==> config.mk <==
export PLATFORM = sky130hd
export DESIGN_NAME = seg_shift_ctrl
export DESIGN_NICKNAME = d
export VERILOG_FILES = /design/src/rtl/seg_shift_ctrl_pkg.sv /design/src/rtl/seg_shift_ctrl_tick_gen.sv /design/src/rtl/seg_shift_ctrl.sv
export SDC_FILE = /design/constraint.sdc
export NUM_CORES = 1
export LEC_CHECK = 0
export ABC_AREA = 1
export CORE_UTILIZATION = 51
export DETAILED_ROUTE_END_ITERATION = 12
export MAX_ROUTING_LAYER = met4
export PLACE_DENSITY = 0.79
export SYNTH_ARGS = -nofsm -noshare
export SYNTH_HDL_FRONTEND = slang
export SYNTH_SLANG_ARGS = --single-unit
==> constraint.sdc <==
create_clock -name clk -period 2 [get_ports clk]
set_input_delay 0.2 -clock clk [delete_from_list [all_inputs] [get_ports clk]]
set_output_delay 0.2 -clock clk [all_outputs]
set_load 0.01 [all_outputs]
==> src/rtl/seg_shift_ctrl_pkg.sv <==
`default_nettype none
// ============================================================================
//  Module      : seg_defs (package)
//  Description : Shared constants, state encodings and helpers for the
//                74HC595 segment-chain serialiser.
//  Revision    : 1.0  initial release
// ============================================================================
package seg_defs;

    localparam int c_SEG_BITS        = 64;
    localparam int c_HALF_PER_DEF    = 4;
    localparam int c_REFRESH_PER_DEF = 65536;

    localparam int                   c_STATE_W   = 2;
    localparam logic [c_STATE_W-1:0] c_ST_IDLE   = 2'd0;
    localparam logic [c_STATE_W-1:0] c_ST_LOAD   = 2'd1;
    localparam logic [c_STATE_W-1:0] c_ST_SHIFT  = 2'd2;
    localparam logic [c_STATE_W-1:0] c_ST_LATCH  = 2'd3;

    // MSB leaves first, so the frame register always shifts towards bit 63.
    function automatic logic [c_SEG_BITS-1:0] seg_shl1(input logic [c_SEG_BITS-1:0] v);
        return {v[c_SEG_BITS-2:0], 1'b0};
    endfunction

endpackage
`default_nettype wire

==> src/rtl/seg_shift_ctrl_tick_gen.sv <==
`default_nettype none
// ============================================================================
//  Module      : seg_tick_gen
//  Description : Half-period counter; emits a 1-clk tick on the last clk of
//                every HALF_PER-clk half period.
//  Revision    : 1.0  initial release
// ============================================================================
module seg_tick_gen #(
    parameter int HALF_PER = 4
) (
    input  logic clk,
    input  logic rst,
    input  logic clear,
    output logic tick
);

    localparam int                 c_CNT_W = $clog2(HALF_PER + 1);
    localparam logic [c_CNT_W-1:0] c_LAST  = c_CNT_W'(HALF_PER - 1);

    logic [c_CNT_W-1:0] r_cnt;
    logic               w_last;

    assign w_last = (r_cnt == c_LAST);

    always_ff @(posedge clk) begin
        if (rst || clear || w_last) begin
            r_cnt <= '0;
        end else begin
            r_cnt <= r_cnt + 1'b1;
        end
    end

    assign tick = w_last && !clear;

endmodule
`default_nettype wire

==> src/rtl/seg_shift_ctrl.sv <==
`default_nettype none
// ============================================================================
//  Module      : seg_shift_ctrl
//  Description : Serialises a 64-bit segment image MSB-first into a daisy
//                chain of 74HC595s, then pulses the storage latch.
//                Optional macro SEG_AUTO_REFRESH_EN adds a periodic request.
//  Revision    : 1.0  initial release
// ============================================================================
module seg_shift_ctrl
    import seg_defs::*;
#(
    parameter int HALF_PER    = c_HALF_PER_DEF,
    parameter int SEG_BITS    = c_SEG_BITS,
    parameter int REFRESH_PER = c_REFRESH_PER_DEF
) (
    input  logic                clk,
    input  logic                rst,
    input  logic [SEG_BITS-1:0] seg_txt,
    input  logic                start,
    output logic                busy,
    output logic                done,
    output logic                seg_clk,
    output logic                seg_sout,
    output logic                seg_lat,
    output logic                seg_clrn
);

    localparam int c_BIT_W = $clog2(SEG_BITS);

    if (HALF_PER < 1 || HALF_PER > 255 || SEG_BITS != c_SEG_BITS || REFRESH_PER < 2) begin : g_bad_param
        $error("seg_shift_ctrl: illegal parameter value");
    end

    logic [c_STATE_W-1:0] r_state;
    logic [c_STATE_W-1:0] w_state_nxt;
    logic                 r_phase;
    logic                 w_phase_nxt;
    logic [SEG_BITS-1:0]  r_shreg;
    logic [c_BIT_W-1:0]   r_bit_cnt;
    logic                 r_pending;
    logic                 r_done;
    logic                 w_done_nxt;
    logic                 r_clrn;
    logic                 w_take;
    logic                 w_step;
    logic                 w_req;
    logic                 w_auto_req;
    logic                 w_tick;
    logic                 w_tick_clear;

`ifdef SEG_AUTO_REFRESH_EN
    localparam int                 c_REF_W    = $clog2(REFRESH_PER);
    localparam logic [c_REF_W-1:0] c_REF_LAST = c_REF_W'(REFRESH_PER - 1);

    logic [c_REF_W-1:0] r_ref_cnt;

    always_ff @(posedge clk) begin
        if (rst || w_auto_req) begin
            r_ref_cnt <= '0;
        end else begin
            r_ref_cnt <= r_ref_cnt + 1'b1;
        end
    end

    assign w_auto_req = (r_ref_cnt == c_REF_LAST);
`else
    assign w_auto_req = 1'b0;
`endif

    assign w_req = start || w_auto_req;

    // Counter is held at zero outside the serial phases so SHIFT starts on a clean half.
    assign w_tick_clear = (r_state == c_ST_IDLE) || (r_state == c_ST_LOAD);

    seg_tick_gen #(
        .HALF_PER (HALF_PER)
    ) u_tick_gen (
        .clk   (clk),
        .rst   (rst),
        .clear (w_tick_clear),
        .tick  (w_tick)
    );

    always_comb begin
        w_state_nxt = r_state;
        w_phase_nxt = r_phase;
        w_done_nxt  = 1'b0;
        w_take      = 1'b0;
        w_step      = 1'b0;
        case (r_state)
            c_ST_IDLE: begin
                w_phase_nxt = 1'b0;
                if (w_req || r_pending) begin
                    w_state_nxt = c_ST_LOAD;
                    w_take      = 1'b1;
                end
            end
            c_ST_LOAD: begin
                w_state_nxt = c_ST_SHIFT;
                w_phase_nxt = 1'b0;
            end
            c_ST_SHIFT: begin
                if (w_tick) begin
                    w_phase_nxt = !r_phase;
                    if (r_phase) begin
                        w_step = 1'b1;
                        if (r_bit_cnt == '0) begin
                            w_state_nxt = c_ST_LATCH;
                        end
                    end
                end
            end
            c_ST_LATCH: begin
                if (w_tick) begin
                    w_phase_nxt = !r_phase;
                    if (r_phase) begin
                        w_state_nxt = c_ST_IDLE;
                        w_done_nxt  = 1'b1;
                    end
                end
            end
            default: begin
                w_state_nxt = c_ST_IDLE;
                w_phase_nxt = 1'b0;
            end
        endcase
    end

    always_ff @(posedge clk) begin
        if (rst) begin
            r_state   <= c_ST_IDLE;
            r_phase   <= 1'b0;
            r_done    <= 1'b0;
            r_clrn    <= 1'b0;
            r_pending <= 1'b0;
        end else begin
            r_state <= w_state_nxt;
            r_phase <= w_phase_nxt;
            r_done  <= w_done_nxt;
            r_clrn  <= 1'b1;
            // One-deep request memory; any number of requests while busy merge.
            if (w_take) begin
                r_pending <= 1'b0;
            end else if (w_req && busy) begin
                r_pending <= 1'b1;
            end
        end
    end

    always_ff @(posedge clk) begin
        if (rst) begin
            r_shreg   <= '0;
            r_bit_cnt <= '0;
        end else if (r_state == c_ST_LOAD) begin
            r_shreg   <= seg_txt;
            r_bit_cnt <= '1;
        end else if (w_step) begin
            r_shreg   <= seg_shl1(r_shreg);
            r_bit_cnt <= r_bit_cnt - 1'b1;
        end
    end

    assign busy     = (r_state != c_ST_IDLE);
    assign done     = r_done;
    assign seg_clrn = r_clrn;
    assign seg_clk  = (r_state == c_ST_SHIFT) && r_phase;
    assign seg_lat  = (r_state == c_ST_LATCH) && r_phase;

    always_comb begin
        seg_sout = 1'b0;
        if (r_state == c_ST_LOAD) begin
            seg_sout = seg_txt[SEG_BITS-1];
        end else if (r_state == c_ST_SHIFT) begin
            seg_sout = r_shreg[SEG_BITS-1];
        end
    end

endmodule
`default_nettype wire
======== After elaboration in Yosys (flattened, before gate mapping) ========
Cells that the tools add are included.
storage, ports and cells
  flip-flop bits (word level) ............. 79
  output and inout bits ................... 6
cells by class
  bitwise operators ....................... 1
  eq/ne operators ......................... 11
  reductions and logical operators ........ 19
  $add $sub $neg .......................... 2
  multiplexer cells ....................... 21
operators by type and width
  operator                                                            number
  64-bit two-way mux                                                  2
  2-bit two-way mux                                                   6
  6-bit two-way mux                                                   2
  1-bit two-way mux                                                   9
  2-bit by 1-bit != test with 1-bit output, second input constant     4
  2-bit one-hot mux with 4 select lines                               1
  2-bit OR reduction                                                  4
  6-bit zero test                                                     1
  2-bit != test, second input constant                                3
  6-bit AND reduction                                                 1
  6-bit by 1-bit subtractor with 6-bit output, second input constant  1
  2-bit == test, second input constant                                2
  1-bit logical AND                                                   4
  1-bit logical OR                                                    4
  2-bit nonzero test                                                  2
  3-bit by 1-bit adder with 3-bit output, second input constant       1
  3-bit by 2-bit == test with 1-bit output, second input constant     1
  2-bit by 1-bit == test with 1-bit output, second input constant     1
  1-bit zero test                                                     2
  2-bit zero test                                                     1
  1-bit one-hot mux with 2 select lines                               1
  1-bit inverter                                                      1

======== Logic depth before layout (Yosys ltp) ========
  word-level depth ........................ 8
  mapped depth ............................ 11

======== By module ========
Synthesis repeated with hierarchy kept, for this count alone.
unflattened totals
  cell total of the unflattened synthesis .. 431
  area, all modules ....................... 3291.9 um^2
by module, submodules not included
  module          instances  sequential area each (um^2)  area each (um^2)  cells each
  seg_shift_ctrl  1          1521.5                       3173.0            417
  seg_tick_gen    1          60.1                         118.9             14

======== Least setup slack after synthesis ========
No wires, ideal clock.
  kind .................................... register to register
  start point ............................. reg r_state[1]
  end point ............................... reg r_shreg[62]
  arrival time ............................ 1459 ps
  required time ........................... 1868 ps
  clock period less this slack ............ 1591 ps
  slack ................................... 409 ps
  stages on the path, launching flop included .. 11
  buffers on the path ..................... 2
  cells stage by stage .................... dfxtp_1 > inv_1 > ha_1 > buf_4 > nor2_4 > nand3_2 > nand2_4 > inv_4 > buf_4 > nand2_1 > a21oi_1
on the way
  word-level cells in the longest chain between the ends .. 7
  elaborated cells between the ends (all ways) .. 10
ends and longest elaborated chain
  element                                                                             line                                         source
  from (decl)                                                                         seg_shift_ctrl.sv:34                         logic [c_STATE_W-1:0] r_state;
  from (signal assigned)                                                              seg_shift_ctrl.sv:131                        r_state <= c_ST_IDLE;
  from (signal assigned)                                                              seg_shift_ctrl.sv:137                        r_state <= w_state_nxt;
  2-bit by 1-bit == test with 1-bit output / 2-bit zero test (equally long branches)  seg_shift_ctrl.sv:73, seg_shift_ctrl.sv:154
  1-bit logical OR                                                                    seg_shift_ctrl.sv:73                         assign w_tick_clear = (r_state == c_ST_IDLE) || (r_state == c_ST_LOAD);
  1-bit zero test                                                                     seg_shift_ctrl_tick_gen.sv:33                assign tick = w_last && !clear;
  1-bit logical AND                                                                   seg_shift_ctrl_tick_gen.sv:33
  1-bit two-way mux                                                                   -
  1-bit two-way mux                                                                   seg_shift_ctrl.sv:90                         case (r_state)
  2-bit nonzero test (no line)                                                        -
  to (signal assigned)                                                                seg_shift_ctrl.sv:155                        r_shreg <= seg_txt;
  to (signal assigned)                                                                seg_shift_ctrl.sv:158                        r_shreg <= seg_shl1(r_shreg);
  to (decl)                                                                           seg_shift_ctrl.sv:38                         logic [SEG_BITS-1:0] r_shreg;
Parallel ways exist; a longest one is shown, timed or not.
A chain may end at the register's enable or synchronous reset.

======== Final worst setup path ========
  start point ............................. reg r_state[0]
  end point ............................... out seg_clk
on the way
  word-level cells in the longest chain between the ends .. 2
ends and longest elaborated chain
  element            line                   source
  2-bit == test      seg_shift_ctrl.sv:166  assign seg_clk = (r_state == c_ST_SHIFT) && r_phase;
  1-bit logical AND  seg_shift_ctrl.sv:166
  to (decl)          seg_shift_ctrl.sv:22   output logic seg_clk,
No other way between the ends.

==> Flow_metrics.wiki <==
{| class="wikitable"
! Metric !! Value
|-
| Width of the chip || 85.3 um
|-
| # placed instances || 591
|-
| Initial Utilization || 54.2%
|-
| Crit path max fanout || 5
|-
| Slowest CP cell || sky130_fd_sc_hd__clkdlybuf4s50_1
|-
| Total wire length || 7.74 mm
|-
| Average cell area after synthesis || 7.66 sq um
|-
| CTS clk-pin slew, worst paths || 70 ps
|-
| Number of buffers inserted by hold repair at cts || 0
|-
| Met1 demand-to-capacity share in global routing || 28.1%
|-
| Count of unique library cells instantiated by Yosys || 27
|-
| Gr ovfl total || 0
|-
| Leading post-synthesis cells by cell area || sky130_fd_sc_hd__dfxtp_1, sky130_fd_sc_hd__nand2_1, sky130_fd_sc_hd__a21boi_0, sky130_fd_sc_hd__a21oi_1, sky130_fd_sc_hd__ha_1
|-
| Initial antenna violation count || 0
|-
| Total via count after detailed routing || 3222
|-
| Core Rows || 29
|-
| Final hold violation count || 0
|-
| Layout cells sized above 1 || 7.36%
|-
| Final period utilization || 94.6%
|-
| Post-route worst setup slack || 107 ps
|-
| Total inserted antenna cells || 0
|-
| Syn. warnings || 0
|-
| Number of enable-type register cells in the synthesized netlist || 0
|-
| Reg-to-Reg End || r_shreg[52]$_SDFFE_PP0P_
|-
| First-pass DRT Iterations || 4
|-
| Remaining antenna violation count after routing || 0
|-
| Fmax || 528 MHz
|-
| Sequential area share after synthesis || 44.7%
|-
| Setup repair after global routing missed its margin || no
|-
| Maximum count of clock buffers along a single path || 2
|-
| Die Y || 85.3 um
|-
| Critical path required time || 1800 ps
|-
| Outcome || completed
|-
| Cell count after synthesis || 462
|-
| Kind of cell with the highest combined delay on the critical path || buffers and inverters
|-
| Fin util || 69.0%
|-
| Largest stage delay, worst path || 550 ps
|-
| Worst-Margin Slew || 500 ps
|-
| Later-pin clock latency in the skew report || 350 ps
|-
| Ports || 73
|-
| Largest area contributor in the netlist || sky130_fd_sc_hd__dfxtp_1
|-
| Lkg Pwr || 1.78 nW
|-
| CP dominant cell by count || sky130_fd_sc_hd__inv_2
|-
| Grt peak-use layer || met2
|-
| Number of sinks driven by the clock tree || 79
|-
| R2R setup slack || 220 ps
|-
| Global routing usage summed across all routing layers || 23.7%
|-
| Fin crit period || 1890 ps
|-
| GPL Wtd Cong || 0.857
|-
| Post-synthesis async set-or-reset flop share || 0%
|-
| Critical Path End Type || primary output
|-
| Syn nets || 537
|-
| Final cell count without fillers || 607
|-
| Buffers inserted by post-CTS timing repair || 0
|-
| Source of the critical timing path || r_state[0]$_SDFFE_PP0P_
|-
| Critical path depth || 5
|-
| Initial DRC count || 136
|-
| Number of global-route vias before repair || 3092
|-
| Count of buffers from port buffering || 72
|-
| Register-to-Register Path Depth || 9
|-
| Worst setup endpoint || seg_clk
|-
| H-tree depth || 3
|-
| Most frequently used flop master after synthesis || sky130_fd_sc_hd__dfxtp_1
|-
| Area Growth Syn to Fin || 27.5%
|-
| Worst-path cell chain || inv_2 > ha_4 > nand2_2 > inv_2 > clkdlybuf4s50_1
|-
| Count of state elements after synthesis || 79
|-
| Critical path class || register to primary output
|-
| Worst Setup Slack post-DPL || 196 ps
|-
| Residual DRC || 0
|-
| Number of clock buffers inserted by TritonCTS || 9
|-
| Core Area || 6530 sq um
|-
| Final net count || 600
|-
| Critical path launch point type || register
|-
| Met3 routing resource usage after global routing || 3.89%
|-
| Rel. slew slack || 66.7%
|-
| WL per Instance || 12.7 um
|-
| Maximum number of pins on one net before global-route repair || 50
|-
| Pwr/cell area || 1150 nW/um^2
|-
| Worst hold-check path type || primary input to register
|-
| Buffer and inverter count on the worst path || 3
|-
| GRT met2 Usage || 39.6%
|-
| Yosys top cell area share || 44.7%
|-
| Routed via count divided by cell count || 5.31
|-
| Mapped Area || 3540 sq um
|-
| Total count of max-transition violations in the final report || 0
|-
| Die area || 7270 sq um
|-
| First-pass GRT wire length || 13.4 mm
|-
| Final setup viols || 0
|-
| Clock skew || 10.7 ps
|-
| # Max-Cap Violations || 0
|-
| Estimated wirelength of the detail-placed design || 5.23 mm
|-
| CTS tree || yes
|-
| Crit path arrival time || 1690 ps
|-
| Worst voltage drop across the vdd grid || 619 uV
|-
| Reg-to-reg critical path startpoint || r_state[0]$_SDFFE_PP0P_
|-
| Cell at the root of the clock tree || sky130_fd_sc_hd__clkbuf_8
|}
-- placed cells by master (no fill, tap or decap), types with 3 or more instances in the layout --
master,synthesis,layout
sky130_fd_sc_hd__buf_12,0,3
sky130_fd_sc_hd__nand2_1,148,148
sky130_fd_sc_hd__a21boi_1,10,10
sky130_fd_sc_hd__clkdlybuf4s50_1,0,70
sky130_fd_sc_hd__a21boi_0,47,47
sky130_fd_sc_hd__nor2_1,19,19
sky130_fd_sc_hd__clkbuf_8,0,10
sky130_fd_sc_hd__inv_2,1,3
sky130_fd_sc_hd__nand3_1,13,13
sky130_fd_sc_hd__buf_4,12,5
sky130_fd_sc_hd__inv_1,19,17
sky130_fd_sc_hd__ha_1,8,5
sky130_fd_sc_hd__nor3_1,5,5
sky130_fd_sc_hd__dfxtp_1,79,78
sky130_fd_sc_hd__o21ai_0,7,7
sky130_fd_sc_hd__a21oi_1,66,66
-- flip-flops by register name, summed over array words and instances (netlist names) --
register          count
r_shreg              64
r_bit_cnt             6
u_tick_gen.r_cnt      3
r_state               2
done                  1
r_pending             1
r_phase               1
seg_clrn              1
-- worst register-to-register path: stages (launching register included) --
cell and delay (ps):
sky130_fd_sc_hd__dfxtp_1 380, sky130_fd_sc_hd__inv_2 80, sky130_fd_sc_hd__ha_2 220, sky130_fd_sc_hd__nor2_4 200, sky130_fd_sc_hd__nand3_2 190, sky130_fd_sc_hd__nand2_4 170, sky130_fd_sc_hd__inv_4 100, sky130_fd_sc_hd__buf_12 170
sky130_fd_sc_hd__nand2_1 80, sky130_fd_sc_hd__a21oi_1 70
-- repair_timing --
item / in CTS / in global routing
gates resized for setup: 3 / 5
endpoints found under the setup margin: 2 / 6
cloned: 0 / 0
hold endpoints to repair: 0 / 0
-- layer usage --
layer	share of wire, %	vias up	routed length [um]
met4	1.5	0	116
met5	0	-	0
met3	4.5	11	347
li1	-	1641	-
met1	47	1494	3600
met2	47	76	3670
-- worst min-delay path by stage --
stage,slack [ps],to,startpoint,cells after the start
finish,230,r_shreg[9]$_SDFFE_PP0P_,rst,2
global route,220,r_shreg[9]$_SDFFE_PP0P_,rst,2
CTS,230,r_shreg[9]$_SDFFE_PP0P_,rst,2
detailed placement,420,u_tick_gen.r_cnt[0]$_SDFF_PP0_,u_tick_gen.r_cnt[0]$_SDFF_PP0_,1
global placement,410,u_tick_gen.r_cnt[0]$_SDFF_PP0_,u_tick_gen.r_cnt[0]$_SDFF_PP0_,1
floorplan,350,r_shreg[0]$_SDFFE_PP0P_,seg_txt[0],2
-- Yosys cell counts, types with 2 or more instances --
library cell and count:
sky130_fd_sc_hd__inv_1 19, sky130_fd_sc_hd__nor2_1 19, sky130_fd_sc_hd__nand2_4 2, sky130_fd_sc_hd__clkbuf_1 14, sky130_fd_sc_hd__nor3_1 5, sky130_fd_sc_hd__ha_1 8
sky130_fd_sc_hd__dfxtp_1 79, sky130_fd_sc_hd__a21boi_1 10, sky130_fd_sc_hd__o21ai_0 7, sky130_fd_sc_hd__buf_4 12, sky130_fd_sc_hd__a21boi_0 47, sky130_fd_sc_hd__nand2_1 148
sky130_fd_sc_hd__a21oi_1 66, sky130_fd_sc_hd__nand3_1 13
-- cells by family (layout without fill, tap and decap cells) --
| logic type | after synthesis | in the layout | share of synthesized area, % |
|---|---|---|---|
| AOI/OAI and AO/OA | 132 | 132 | 22.9 |
| adders and majority gates | 8 | 8 | 2.83 |
| buffers and inverters | 49 | 117 | 6.79 |
| DFF | 79 | 79 | 44.7 |
| and+or+nand+nor | 194 | 194 | 22.8 |
-- area by class of cell --
cell class | count | area, sq um
clock buffer | 11 | 141
clock inverter | 5 | 56.3
fill | 602 | 2020
inverter | 21 | 81.3
multi-input combinational | 334 | 1730
sequential | 79 | 1590
tap | 77 | 96.3
timing repair buffer | 80 | 816
-- metrics by stage --
stage	instance area (sq um)	hold slack [ps]	power, mW	setup TNS, ps
after global routing	4510	224	5.57	0
after detailed placement	4290	422	3.99	0
after CTS	4490	226	5.19	-5.63
final	4510	232	5.18	0
after global placement	4290	408	3.93	0
after floorplan	3540	349	3.47	0
-- power breakdown --
group | leakage [nW] | switching, mW | total (mW) | internal [mW]
Sequential | 0.645 | 0.175 | 2.08 | 1.91
Combinational | 1.04 | 1.09 | 1.91 | 0.825
Clock | 0.0997 | 0.573 | 1.18 | 0.612
Total | 1.78 | 1.84 | 5.18 | 3.35
Note: power is estimated with default switching activity, not from simulation.
